<file path="src/rtl/fetch_sequencer_pkg.sv">
// Shared widths, FSM encodings and PC helpers for the fetch sequencer.
// The LEN_* and FSEQ_S_* macros default here when no project header supplies them.
`ifndef LEN_MEM_ADDR
`define LEN_MEM_ADDR 32
`endif
`ifndef LEN_INST
`define LEN_INST 32
`endif
`ifndef FSEQ_S_BOOT
`define FSEQ_S_BOOT 1'b0
`endif
`ifndef FSEQ_S_RUN
`define FSEQ_S_RUN 1'b1
`endif

package fetch_sequencer_pkg;

    localparam int MEM_ADDR_W = `LEN_MEM_ADDR;
    localparam int INST_W     = `LEN_INST;

    localparam logic [0:0] S_BOOT = `FSEQ_S_BOOT;
    localparam logic [0:0] S_RUN  = `FSEQ_S_RUN;

    function automatic logic [MEM_ADDR_W-1:0] align_pc(input logic [MEM_ADDR_W-1:0] a);
        return a & ~MEM_ADDR_W'(3);
    endfunction

    function automatic logic [31:0] sat_inc32(input logic [31:0] v);
        return (v == 32'hFFFF_FFFF) ? v : v + 32'd1;
    endfunction

endpackage

</file>
<file path="src/rtl/fetch_sequencer_out_reg.sv">
// Decode-facing output register: load, clear and hold of d_inst/d_pc/d_valid.
module fseq_out_reg
    import fetch_sequencer_pkg::*;
(
    input  logic                  clk,
    input  logic                  rstn,
    input  logic                  load,
    input  logic                  clear,
    input  logic [INST_W-1:0]     inst_in,
    input  logic [MEM_ADDR_W-1:0] pc_in,
    output logic [INST_W-1:0]     inst,
    output logic [MEM_ADDR_W-1:0] pc,
    output logic                  valid
);

    logic [INST_W-1:0]     inst_q, inst_d;
    logic [MEM_ADDR_W-1:0] pc_q, pc_d;
    logic                  valid_q, valid_d;

    // Clear wins over load so a squash can never leave a stale valid behind.
    always_comb begin
        inst_d  = inst_q;
        pc_d    = pc_q;
        valid_d = valid_q;
        if (clear) begin
            valid_d = 1'b0;
        end else if (load) begin
            inst_d  = inst_in;
            pc_d    = pc_in;
            valid_d = 1'b1;
        end
    end

    always_ff @(posedge clk or negedge rstn) begin
        if (!rstn) begin
            inst_q  <= '0;
            pc_q    <= '0;
            valid_q <= 1'b0;
        end else begin
            inst_q  <= inst_d;
            pc_q    <= pc_d;
            valid_q <= valid_d;
        end
    end

    assign inst  = inst_q;
    assign pc    = pc_q;
    assign valid = valid_q;

endmodule

</file>
<file path="src/rtl/fetch_sequencer.sv">
// PC owner between fetch and decode, with redirect squash and a one-entry output slot.
// Optional perf counters are built when FETCH_SEQ_PERF_EN is defined.
module fetch_sequencer
    import fetch_sequencer_pkg::*;
#(
    parameter logic [MEM_ADDR_W-1:0] RESET_PC = '0,
    parameter int unsigned           PC_STEP  = 4
) (
    input  logic                  clk,
    input  logic                  rstn,
    input  logic                  redirect,
    input  logic [MEM_ADDR_W-1:0] redirect_pc,
    output logic [MEM_ADDR_W-1:0] f_pc,
    output logic                  f_order,
    input  logic [INST_W-1:0]     f_inst,
    input  logic                  f_fetched,
    output logic [INST_W-1:0]     d_inst,
    output logic [MEM_ADDR_W-1:0] d_pc,
    output logic                  d_valid,
    input  logic                  d_ready
`ifdef FETCH_SEQ_PERF_EN
    ,
    output logic [31:0]           perf_fetched,
    output logic [31:0]           perf_bubble
`endif
);

    logic [0:0]            state_q, state_d;
    logic [MEM_ADDR_W-1:0] pc_q, pc_d;
    logic                  slot_free;
    logic                  capture;
    logic                  clear;

    // Redirect has priority over capture; a fetch completing in the same cycle is dropped.
    always_comb begin
        slot_free = !d_valid || d_ready;
        f_order   = (state_q == S_RUN) && slot_free && !redirect;
        capture   = f_order && f_fetched;
        clear     = redirect || (d_valid && d_ready && !capture);
        state_d   = S_RUN;
        pc_d      = pc_q;
        if (redirect) begin
            pc_d = align_pc(redirect_pc);
        end else if (capture) begin
            pc_d = pc_q + MEM_ADDR_W'(PC_STEP);
        end
    end

    always_ff @(posedge clk or negedge rstn) begin
        if (!rstn) begin
            state_q <= S_BOOT;
            pc_q    <= RESET_PC;
        end else begin
            state_q <= state_d;
            pc_q    <= pc_d;
        end
    end

    assign f_pc = pc_q;

    fseq_out_reg u_out_reg (
        .clk     (clk),
        .rstn    (rstn),
        .load    (capture),
        .clear   (clear),
        .inst_in (f_inst),
        .pc_in   (pc_q),
        .inst    (d_inst),
        .pc      (d_pc),
        .valid   (d_valid)
    );

`ifdef FETCH_SEQ_PERF_EN
    logic [31:0] perf_fetched_q, perf_fetched_d;
    logic [31:0] perf_bubble_q, perf_bubble_d;

    always_comb begin
        perf_fetched_d = capture ? sat_inc32(perf_fetched_q) : perf_fetched_q;
        perf_bubble_d  = perf_bubble_q;
        if ((state_q == S_RUN) && !d_valid && d_ready) begin
            perf_bubble_d = sat_inc32(perf_bubble_q);
        end
    end

    always_ff @(posedge clk or negedge rstn) begin
        if (!rstn) begin
            perf_fetched_q <= '0;
            perf_bubble_q  <= '0;
        end else begin
            perf_fetched_q <= perf_fetched_d;
            perf_bubble_q  <= perf_bubble_d;
        end
    end

    assign perf_fetched = perf_fetched_q;
    assign perf_bubble  = perf_bubble_q;
`endif

endmodule

</file>
<file path="config.mk">
export PLATFORM = sky130hd
export DESIGN_NAME = fetch_sequencer
export DESIGN_NICKNAME = d
export VERILOG_FILES = /design/src/rtl/fetch_sequencer_pkg.sv /design/src/rtl/fetch_sequencer_out_reg.sv /design/src/rtl/fetch_sequencer.sv
export SDC_FILE = /design/constraint.sdc
export NUM_CORES = 1
export LEC_CHECK = 0
export ABC_AREA = 0
export BUFFER_PORTS_ARGS = -buffer_cell sky130_fd_sc_hd__buf_2
export CAP_MARGIN = 20
export CORE_ASPECT_RATIO = 0.7
export CORE_MARGIN = 2
export CORE_UTILIZATION = 38
export DETAILED_ROUTE_END_ITERATION = 6
export GPL_ROUTABILITY_DRIVEN = 1
export HOLD_SLACK_MARGIN = 0.15
export PLACE_DENSITY_LB_ADDON = 0.3
export SYNTH_ARGS = -nofsm -noshare
export SYNTH_HDL_FRONTEND = slang
export SYNTH_SLANG_ARGS = --single-unit
</file>
<file path="constraint.sdc">
create_clock -name clk -period 4.8 [get_ports clk]
set_clock_uncertainty 0.2 [all_clocks]
set_input_delay 0 -clock clk [delete_from_list [all_inputs] [get_ports clk]]
set_output_delay 0 -clock clk [all_outputs]
set_load 0.01 [all_outputs]
</file>
==> impl_metrics.env, run 1 <==
export IMPL_timing_critical_path_fanout_max=12
export IMPL_synth_seq_area_share_pct=56.6
export IMPL_register_bit_count_reported_by_yosys=94
export IMPL_data_required_critical_path_ns=4.87
export IMPL_postLayoutCellArea_mm2=0.00659
export IMPL_cts_num_sinks=94
export IMPL_post_cts_buffers=0
export IMPL_route_vias_total=3666
export IMPL_detail_route_first_pass_iterations=4
export IMPL_ir_worst_vdd_uv=248
export IMPL_floorplan_die_area_mm2=0.0118
export IMPL_clockPowerShare_pct=31.1
export IMPL_finalHoldWorstSlack_ns=0.130
export IMPL_route_detailed_drc=0
export IMPL_outcome="finished clean"
export IMPL_post_place_ws_ns=2.00
export IMPL_placed_inst_area_mm2=0.00507
export IMPL_number_of_nets_in_the_layout=690
export IMPL_synthSimpleGateAreaFrac_pct=13.0
export IMPL_power_report_internal_total_uw=1640
export IMPL_p_per_area_mw_per_mm2=345
export IMPL_numPortBuffers=160
export IMPL_yosysTopAreaCell="sky130_fd_sc_hd__dfrtp_1"
export IMPL_antenna_found_initial=0
export IMPL_synthMuxAreaShare_pct=17.0
export IMPL_starting_density_pct=39.5
export IMPL_post_cts_resized=0
export IMPL_worst_slew_margin_rel_pct=32.9
export IMPL_cts_buffers=9
export IMPL_vias_per_cell=4.74
export IMPL_detail_route_antenna_nets=0
export IMPL_critical_path_arrival_ns=2.85
export IMPL_detail_route_wl_per_cell_um=15.0
export IMPL_syn_area_mm2=0.00416
export IMPL_post_synth_most_frequent_cells="sky130_fd_sc_hd__dfrtp_1 (94), sky130_fd_sc_hd__mux2_2 (62), sky130_fd_sc_hd__nand2_1 (36)"
export IMPL_final_min_period_over_clock_period_pct=57.8
export IMPL_routabilityCongestion=0.742
export IMPL_critical_path_startpoint_type="register"
export IMPL_worst_hold_path_type="in2reg"
export IMPL_post_synth_inst_count=344
export IMPL_residual_overflow_from_global_routing=0
export IMPL_iter_0_drt_violations=98
export IMPL_ratio_of_cells_with_drive_above_1_in_the_final_layout_pct=39.8
export IMPL_avgSynthCellArea_um2=12.1
export IMPL_timing_critical_path_to_type="register"
export IMPL_tightest_slew_ns=1.00
export IMPL_ys_types=40
export IMPL_largest_family_of_logic_cells_by_synthesized_area="multiplexers"
export IMPL_cts_root_buf="sky130_fd_sc_hd__clkbuf_16"
export IMPL_ios=167
export IMPL_synth_xor_area_share_pct=5.48
export IMPL_cts_tree="built"
export IMPL_combinationalPowerShare_pct=23.7
export IMPL_yosys_cell_count_top_type="sky130_fd_sc_hd__dfrtp_1"
export IMPL_core_area_mm2=0.0105
export IMPL_power_switching_uw=635
export IMPL_grt_max_degree=66
export IMPL_share_seq_of_total_power_pct=45.2
export IMPL_die_wd_um=129
export IMPL_switching_share_pct=27.9
export IMPL_area_share_of_fa_ha_maj_cells_after_synthesis_pct=0.301
export IMPL_non_filler_instances=773
export IMPL_area_delta_synth_final_pct=58.5
export IMPL_placed_cells_incl_taps=636
export IMPL_report_final_setup_viol=0
export IMPL_timing_max_cap_violations=0
export IMPL_hold_vio_cnt_final=0
export IMPL_detail_route_wirelength_mm=11.6
export IMPL_post_synth_main_area_contributors="sky130_fd_sc_hd__dfrtp_1 (57%), sky130_fd_sc_hd__mux2_2 (17%), sky130_fd_sc_hd__nand2_1 (3.3%)"
export IMPL_hold_buffers=121
export IMPL_setup_slack_ns=2.03
export IMPL_synth_async_reset_ratio_pct=100
export IMPL_grt_pass1_wl_mm=18.8
export IMPL_timing_max_transition_violations_final=0
export IMPL_number_of_synthesized_flops_with_an_enable_pin=0
export IMPL_ys_warn_count=0
export IMPL_placementRows=31
export IMPL_rsz_0062_raised_after_global_routing="no"
export IMPL_synth_largest_type_area_fraction_pct=56.6
export IMPL_power_leakage_uw=0.00298
export IMPL_synth_compound_gate_area_share_pct=4.40
export IMPL_insertedDiodeCount=0
export IMPL_post_route_min_period_ns=2.77
export IMPL_htree_num_levels=3
export IMPL_clk_pin_slew_worst_paths_ns=0.06
export IMPL_worstSetupPathType="reg2reg"
export IMPL_synthFlopType="sky130_fd_sc_hd__dfrtp_1"
export IMPL_first_global_vias=3802
export IMPL_skew_pair_late_insertion_delay_ns=0.34
export IMPL_groute_usage_overall_pct=20.5
export IMPL_timing_setup_tns_ns=0
export IMPL_max_clock_freq_mhz=361
export IMPL_place_detailed_hpwl_mm=7.16
export IMPL_clock_tree_buffer_depth=2
export IMPL_die_height_um=91.5
## power by group through the flow
stage | Clock (µW) | Sequential [µW] | Combinational, µW
floorplan | 0 | 1100 | 167
global placement | 0 | 1030 | 442
detailed placement | 0 | 1040 | 449
CTS | 726 | 1030 | 540
global route | 759 | 1050 | 588
finish | 707 | 1030 | 540
## cells by family (layout without fill, tap and decap cells)
family | count (synthesis) | after routing
AND/OR/NAND/NOR | 101 | 101
flip-flops | 94 | 94
multiplexers | 63 | 63
AO/OA/AOI/OAI | 33 | 33
XOR/XNOR | 26 | 26
buffers and inverters | 24 | 302
other | 2 | 5
adder cells (fa/ha/maj) | 1 | 1
## metrics by stage
step	util (%)	total power (µW)
5_1_grt	62.7	2400
3_3_place_gp	48.2	1470
4_1_cts	62.7	2290
2_1_floorplan	-	1260
3_5_place_dp	48.2	1490
6_report	62.7	2270
## worst paths after layout
path,startpoint,endpoint,slack (ns),cells past startpoint
worst max-delay path,f_pc[4],f_pc[17],2.03,6
worst min-delay path,redirect,f_pc[6],0.13,3
worst max register to register,f_pc[4],f_pc[17],2.03,6
worst min register to register,u_out_reg.pc[18],u_out_reg.pc[18],0.30,1
max in group asynchronous,rstn,u_out_reg.pc[15],3.18,4
min in group asynchronous,rstn,u_out_reg.inst[10],0.53,4
## routing by layer
metal	vias up	GRT usage [%]	wire (µm)
met2	111	33.7	5520
met1	1775	26.3	5270
met3	18	5.48	592
met4	0	6.16	192
li1	1762	-	-
met5	-	0	0
## state kept, by name, summed over array words and instances (netlist names)
| signal | cells |
|---|---|
| state_q | 1 |
| u_out_reg.valid | 1 |
| f_pc | 30 |
| u_out_reg.pc | 30 |
| u_out_reg.inst | 32 |
## area by class of cell
cell class | instances | area (µm²)
Fill cell | 849 | 3920
Sequential cell | 94 | 2350
Timing Repair Buffer | 284 | 2050
Multi-Input combinational cell | 229 | 1700
Clock buffer | 9 | 225
Tap cell | 148 | 185
Clock inverter | 7 | 72.6
Inverter | 2 | 7.51
## worst max-delay path, stage by stage (launching register included)
cell	delay [ns]
sky130_fd_sc_hd__dfrtp_1	0.46
sky130_fd_sc_hd__and4_1	0.34
sky130_fd_sc_hd__and3_1	0.55
sky130_fd_sc_hd__nand4_1	0.21
sky130_fd_sc_hd__xor2_1	0.19
sky130_fd_sc_hd__o21ai_0	0.17
sky130_fd_sc_hd__dlygate4sd3_1	0.59
## cell usage in the layout, fill, tap and decap left out, types with 7 or more instances in the layout
| master | count |
|---|---|
| sky130_fd_sc_hd__o21ai_0 | 20 |
| sky130_fd_sc_hd__nand2_1 | 36 |
| sky130_fd_sc_hd__dlygate4sd3_1 | 120 |
| sky130_fd_sc_hd__buf_2 | 159 |
| sky130_fd_sc_hd__nand3_1 | 13 |
| sky130_fd_sc_hd__xor2_1 | 13 |
| sky130_fd_sc_hd__nand4_1 | 13 |
| sky130_fd_sc_hd__o21ai_1 | 7 |
| sky130_fd_sc_hd__mux2_2 | 62 |
| sky130_fd_sc_hd__xnor2_1 | 13 |
| sky130_fd_sc_hd__dfrtp_1 | 94 |
| sky130_fd_sc_hd__clkbuf_16 | 9 |
No activity file was read; power rests on OpenSTA's default activity.
==> run 2: changes to the inputs <==
- ABC_AREA: 0 -> 1
- clock period: 4.8 -> 2.9 ns (I/O delays scaled with it)
==> run 2 against run 1 <==
  * Sequential share of layout area is 1.0 points lower
  * Flip-flop and latch count stayed put
  * Combinational power is 66% higher
  * Non-clock buffer count is 38 lower
  * Via count is 34% higher
  * Cell count is 37% higher
  * Critical path type unchanged
  * Largest power group unchanged
==> impl_metrics.env, run 2 <==
export IMPL_outcome="finished clean"
export IMPL_groute_usage_overall_pct=21.6
export IMPL_critical_path_top_delay_family="buffers and inverters"
export IMPL_path_cells="nand2_1 -> nand3_4 -> inv_2 -> nand2_1 -> nor2_1 -> o21ai_1 -> dlygate4sd3_1"
export IMPL_endpoint="f_pc[7]"
export IMPL_report_final_setup_viol=0
export IMPL_final_min_period_over_clock_period_pct=83.9
export IMPL_placed_cells_incl_taps=961
export IMPL_power_report_internal_total_uw=2520
export IMPL_residual_overflow_from_global_routing=0
export IMPL_timing_critical_path_to_type="register"
export IMPL_critical_path_slowest_cell="sky130_fd_sc_hd__dlygate4sd3_1"
export IMPL_power_leakage_uw=0.00364
export IMPL_ios=167
export IMPL_post_synth_most_frequent_cells="sky130_fd_sc_hd__nand2_1 (285), sky130_fd_sc_hd__dfrtp_1 (94), sky130_fd_sc_hd__nor2_1 (65)"
export IMPL_clk_pin_slew_worst_paths_ns=0.07
export IMPL_synthFlopType="sky130_fd_sc_hd__dfrtp_1"
export IMPL_detail_route_first_pass_iterations=5
export IMPL_grt_max_degree=113
export IMPL_synth_async_reset_ratio_pct=100
export IMPL_cp_common_cell="sky130_fd_sc_hd__nand2_1"
export IMPL_post_cts_buffers=0
export IMPL_switching_share_pct=32.6
export IMPL_route_vias_total=4928
export IMPL_regToRegStartpoint="u_out_reg.valid"
export IMPL_largest_reg_flops=32
export IMPL_skew_pair_late_insertion_delay_ns=0.34
export IMPL_die_wd_um=138
export IMPL_ys_warn_count=0
export IMPL_detail_route_wl_per_cell_um=13.4
export IMPL_non_filler_instances=1059
export IMPL_routabilityCongestion=0.836
export IMPL_ys_types=24
export IMPL_first_global_vias=4790
export IMPL_timing_max_cap_violations=0
export IMPL_rsz_0062_raised_after_global_routing="no"
export IMPL_mostFrequentLayoutCells="sky130_fd_sc_hd__nand2_1 (285), sky130_fd_sc_hd__buf_2 (159), sky130_fd_sc_hd__dfrtp_1 (94)"
export IMPL_worst_slew_margin_rel_pct=56.6
export IMPL_register_bit_count_reported_by_yosys=94
export IMPL_avgSynthCellArea_um2=7.21
export IMPL_post_synth_main_area_contributors="sky130_fd_sc_hd__dfrtp_1 (49%), sky130_fd_sc_hd__nand2_1 (22%), sky130_fd_sc_hd__nand3_1 (6.2%)"
export IMPL_grt_pass1_wl_mm=23.2
export IMPL_path_depth=7
export IMPL_fill_cells=1161
export IMPL_numPortBuffers=160
export IMPL_die_height_um=97.7
export IMPL_worst_hold_path_type="in2reg"
export IMPL_synth_largest_type_area_fraction_pct=49.3
export IMPL_iter_0_drt_violations=296
export IMPL_timing_max_transition_violations_final=0
export IMPL_yosys_cell_count_top_type="sky130_fd_sc_hd__nand2_1"
export IMPL_floorplan_die_area_mm2=0.0135
export IMPL_setup_worst_path_start="u_out_reg.valid"
export IMPL_core_area_mm2=0.0123
export IMPL_post_synth_inst_count=661
export IMPL_syn_area_mm2=0.00477
export IMPL_post_route_min_period_ns=2.43
export IMPL_slowest_delay_ns=0.55
export IMPL_place_detailed_hpwl_mm=9.24
export IMPL_multi_input_comb_area_mm2=0.00201
export IMPL_synth_seq_area_share_pct=49.3
export IMPL_detail_route_wirelength_mm=14.2
export IMPL_yosysTopAreaCell="sky130_fd_sc_hd__dfrtp_1"
export IMPL_power_switching_uw=1220
export IMPL_timing_setup_tns_ns=0
export IMPL_ratio_of_cells_with_drive_above_1_in_the_final_layout_pct=21.2
export IMPL_cts_buffers=9
export IMPL_worstSetupPathType="reg2reg"
export IMPL_combinationalPowerShare_pct=24.0
export IMPL_data_required_critical_path_ns=2.92
export IMPL_number_of_nets_in_the_layout=962
export IMPL_hold_vio_cnt_final=0
export IMPL_insertedDiodeCount=0
export IMPL_max_clock_freq_mhz=411
export IMPL_cts_num_sinks=94
export IMPL_p_per_area_mw_per_mm2=550
export IMPL_rr_worst_depth=7
export IMPL_antenna_found_initial=0
export IMPL_cts_tree="built"
export IMPL_clock_tree_buffer_depth=2
export IMPL_mostFrequentLayoutCell="sky130_fd_sc_hd__nand2_1"
export IMPL_route_detailed_drc=0
export IMPL_critical_path_startpoint_type="register"
export IMPL_number_of_synthesized_flops_with_an_enable_pin=0
export IMPL_ff_latch_area_mm2=0.00235
export IMPL_regToRegSetupSlack_ns=0.47
export IMPL_vias_per_cell=4.65
export IMPL_power_uw=3730
export IMPL_share_seq_of_total_power_pct=45.2
export IMPL_timing_rr_end="f_pc[7]"
export IMPL_crit_buf_inv=2
export IMPL_htree_num_levels=3
export IMPL_timing_critical_path_fanout_max=34
export IMPL_ir_worst_vdd_uv=307
export IMPL_tightest_slew_ns=0.650
export IMPL_cts_root_buf="sky130_fd_sc_hd__clkbuf_16"
export IMPL_clockPowerShare_pct=30.8
export IMPL_placementRows=34
export IMPL_area_delta_synth_final_pct=42.2
export IMPL_starting_density_pct=38.6
export IMPL_detail_route_antenna_nets=0
export IMPL_critical_path_arrival_ns=2.46
## run 2: cell count changes after synthesis, moves of 11 or more
cell / delta
sky130_fd_sc_hd__xor2_1: -11
sky130_fd_sc_hd__xnor2_1: -13
sky130_fd_sc_hd__o21ai_1: +20
sky130_fd_sc_hd__nand4_1: -13
sky130_fd_sc_hd__nand3_1: +46
sky130_fd_sc_hd__inv_1: +61
sky130_fd_sc_hd__mux2_2: -62
sky130_fd_sc_hd__nand2_1: +249
sky130_fd_sc_hd__nor2_1: +59
## run 2: layer usage
metal | global-route usage (%) | vias up | part of all wire (%) | routed length, µm
met5 | 0 | - | 0 | 0
met4 | 3.77 | 0 | 0.37 | 53
met3 | 4.69 | 8 | 7.6 | 1090
met2 | 34.7 | 189 | 44 | 6230
met1 | 30.5 | 2242 | 48 | 6820
li1 | - | 2489 | - | -
## run 2: worst min-delay path, cell delays in order
cell and delay, ns:
sky130_fd_sc_hd__buf_2 0.13, sky130_fd_sc_hd__buf_4 0.25, sky130_fd_sc_hd__nand2_1 0.09, sky130_fd_sc_hd__o21ai_0 0.07, sky130_fd_sc_hd__inv_1 0.05, sky130_fd_sc_hd__nand2_1 0.05
## run 2: stage by stage
step | util (%) | area, µm² | worst slack [ns] | hold slack (ns)
2_1_floorplan | - | 4780 | 1.32 | -0.496
3_3_place_gp | 45.9 | 5660 | 0.833 | -0.181
3_5_place_dp | 45.9 | 5660 | 0.799 | -0.178
4_1_cts | 55.0 | 6780 | 0.490 | 0.150
5_1_grt | 55.0 | 6780 | 0.309 | 0.188
6_report | 55.0 | 6780 | 0.467 | 0.151
## run 2: power by group through the flow
stage                     clock network [µW]  registers (µW)  logic, µW
final                                   1150            1690        896
after global routing                    1230            1720       1010
after CTS                               1180            1680        894
after detailed placement                   0            1710        801
after global placement                     0            1700        794
after floorplan                            0            1790        329
## run 2: how the worst min path moves through the flow
stage / start / to / slack [ns] / cells after the start
global route: redirect / f_pc[21] / 0.19 / 6
finish: redirect / f_pc[11] / 0.15 / 6
detailed placement: rstn / u_out_reg.inst[30] / -0.18 / 1
floorplan: rstn / f_pc[10] / -0.50 / 0
CTS: redirect / f_pc[11] / 0.15 / 6
global placement: rstn / u_out_reg.inst[30] / -0.18 / 1
## run 2: what timing repair did
item | CTS | global route
hold buffers | 82 | 0
hold endpoints to repair | 166 | 0
resized for setup | 0 | 0
## run 2: logic make-up (layout without fill, tap and decap cells)
kind of cell | after synthesis | in the layout | synth area share (%)
and+or+nand+nor | 421 | 421 | 35.9
DFF | 94 | 94 | 49.3
buffers and inverters | 93 | 326 | 8.74
AOI/OAI and AO/OA | 48 | 48 | 5.25
other | 2 | 5 | 0.158
xor gates and xnor gates | 2 | 2 | 0.368
adders and majority gates | 1 | 1 | 0.262
## run 2: final cells by class
type | count | share of cell area, %
clock buffers | 9 | 3.32
clock inverters | 7 | 0.904
inverters | 64 | 3.54
multi-input cells | 477 | 29.6
flip-flops and latches | 94 | 34.7
well taps | 162 | 2.99
repair buffers | 246 | 24.9
==> run 3: changes to the inputs <==
- clock period: 2.9 -> 2.1 ns (I/O delays scaled with it)
==> run 3 against run 2 <==
  * Flip-flop and latch count unchanged
  * Register-to-register slack worse by 0.40 ns
  * First-iteration DRC count up 0.68%
  * Clock power up 42%
  * Final area up 2.2%
  * Count of clock-buffer cells in the layout up 1
  * Combinational power up 41%
  * Worst hold slack better by 0.025 ns
  * Die area unchanged
  * Critical path depth down 1
  * Utilization up 1.2 points
  * Via count down 1.1%
  * Largest cell class unchanged
  * Largest power group unchanged
==> impl_metrics.env, run 3 (same netlist as run 2, synthesis figures left out) <==
export IMPL_iter_0_drt_violations=298
export IMPL_antenna_found_initial=0
export IMPL_critical_path_top_delay_family="simple AND/OR/NAND/NOR gates"
export IMPL_placementRows=34
export IMPL_outcome="finished clean"
export IMPL_slowest_delay_ns=0.54
export IMPL_setup_worst_path_start="f_pc[3]"
export IMPL_mostFrequentLayoutCells="sky130_fd_sc_hd__nand2_1 (282), sky130_fd_sc_hd__buf_2 (159), sky130_fd_sc_hd__dfrtp_1 (91)"
export IMPL_starting_density_pct=38.6
export IMPL_timing_critical_path_fanout_max=6
export IMPL_timing_max_cap_violations=0
export IMPL_ios=167
export IMPL_timing_max_transition_violations_final=0
export IMPL_regToRegStartpoint="f_pc[3]"
export IMPL_grt_max_degree=72
export IMPL_worstSetupPathType="reg2reg"
export IMPL_cts_buffers=9
export IMPL_tightest_slew_ns=0.558
export IMPL_hold_vio_cnt_final=0
export IMPL_first_global_vias=4755
export IMPL_placed_inst_area_mm2=0.00572
export IMPL_data_required_critical_path_ns=2.12
export IMPL_non_filler_instances=1070
export IMPL_ratio_of_cells_with_drive_above_1_in_the_final_layout_pct=22.2
export IMPL_clock_tree_buffer_depth=2
export IMPL_critical_path_slowest_cell="sky130_fd_sc_hd__dlygate4sd3_1"
export IMPL_critical_path_startpoint_type="register"
export IMPL_detail_route_antenna_nets=0
export IMPL_grt_pass1_wl_mm=23.1
export IMPL_clk_pin_slew_worst_paths_ns=0.07
export IMPL_floorplan_die_area_mm2=0.0135
export IMPL_mostFrequentLayoutCell="sky130_fd_sc_hd__nand2_1"
export IMPL_place_detailed_hpwl_mm=9.56
export IMPL_detail_route_wirelength_mm=14.4
export IMPL_cp_common_cell="sky130_fd_sc_hd__nand3_1"
export IMPL_power_leakage_uw=0.00370
export IMPL_p_per_area_mw_per_mm2=754
export IMPL_cts_tree="built"
export IMPL_die_height_um=97.7
export IMPL_numPortBuffers=160
export IMPL_skew_pair_late_insertion_delay_ns=0.33
export IMPL_route_vias_total=4873
export IMPL_ir_worst_vdd_uv=397
export IMPL_postLayoutCellArea_mm2=0.00693
export IMPL_detail_route_first_pass_iterations=5
export IMPL_post_route_min_period_ns=2.03
export IMPL_vias_per_cell=4.55
export IMPL_area_delta_synth_final_pct=45.3
export IMPL_insertedDiodeCount=0
export IMPL_die_wd_um=138
export IMPL_hold_path_startpoint="redirect"
export IMPL_finalHoldWorstSlack_ns=0.176
export IMPL_route_detailed_drc=0
export IMPL_max_clock_freq_mhz=493
export IMPL_report_final_setup_viol=0
export IMPL_rsz_0062_raised_after_global_routing="yes"
export IMPL_timing_critical_path_to_type="register"
export IMPL_cts_num_sinks=94
export IMPL_regToRegSetupSlack_ns=0.07
export IMPL_final_min_period_over_clock_period_pct=96.6
export IMPL_critical_path_arrival_ns=2.05
export IMPL_routabilityCongestion=0.859
export IMPL_residual_overflow_from_global_routing=0
export IMPL_detail_route_wl_per_cell_um=13.5
export IMPL_htree_num_levels=3
export IMPL_path_cells="nand3_1 -> nor2_1 -> nand3_1 -> nand3_1 -> nand2_1 -> dlygate4sd3_1"
export IMPL_core_area_mm2=0.0123
export IMPL_worst_hold_path_type="in2reg"
export IMPL_number_of_nets_in_the_layout=973
export IMPL_placed_cells_incl_taps=967
export IMPL_cts_root_buf="sky130_fd_sc_hd__clkbuf_16"
export IMPL_worst_slew_margin_rel_pct=62.8
export IMPL_largest_reg_flops=32
export IMPL_groute_usage_overall_pct=21.7
export IMPL_crit_buf_inv=1
==> run 3: cell count changes in the layout (fill, tap and decap cells not counted), sizes merged, moves of 3 or more <==
| cell | delta |
|---|---|
| buf | +6 |
| dlygate4sd3 | +5 |
| inv | -4 |
| clkinv | +3 |
==> run 3: worst register-to-register path: stages, from the launching register on <==
cell	delay, ns
sky130_fd_sc_hd__dfrtp_1	0.43
sky130_fd_sc_hd__nand3_1	0.20
sky130_fd_sc_hd__nor2_1	0.29
sky130_fd_sc_hd__nand3_1	0.11
sky130_fd_sc_hd__nand3_1	0.10
sky130_fd_sc_hd__nand2_1	0.05
sky130_fd_sc_hd__dlygate4sd3_1	0.54
==> run 3: worst paths after layout <==
kind / end / cells after the start
max: f_pc[11] / 6
min: f_pc[2] / 5
max reg2reg: f_pc[11] / 6
min reg2reg: u_out_reg.inst[14] / 2
max in group asynchronous: f_pc[10] / 4
min in group asynchronous: u_out_reg.inst[24] / 3
==> run 3: metal layers <==
layer / vias to the layer above / GRT usage, % / routed length [µm]
met5: - / 0 / 0
met4: 0 / 4.63 / 93
met3: 8 / 5.63 / 1170
met2: 159 / 33.6 / 6130
met1: 2194 / 30.8 / 7010
li1: 2512 / - / -
==> run 3: per-stage QoR <==
stage,TNS (ns),power [µW],utilization (%),setup WS (ns)
floorplan,0,2920,-,0.518
global placement,0,3460,46.4,0.351
detailed placement,0,3480,46.4,0.274
CTS,0,5260,55.8,0.0145
global route,-0.00323,5550,56.1,-0.00323
finish,0,5220,56.1,0.0709
==> run 3: layout make-up <==
type                    instances  area, µm²
inverters                      64        248
clock buffers                  10        229
repair buffers                257       1800
well taps                     162        203
flip-flops and latches         94       2360
multi-input cells             477       2020
fillers                      1155       5410
clock inverters                 6       72.6
==> run 3: report_power, final <==
part | switching [µW] | leakage, µW | internal (µW)
clock network | 700 | 0.000143 | 932
registers | 224 | 0.00116 | 2100
logic | 700 | 0.00239 | 562
==> run 3: timing repair <==
item,4_1_cts,5_1_grt
hold buffers,86,0
setup endpoints to repair,0,3
buffers inserted,0,1
endpoints found under the hold margin,183,0
gates resized for setup,0,15
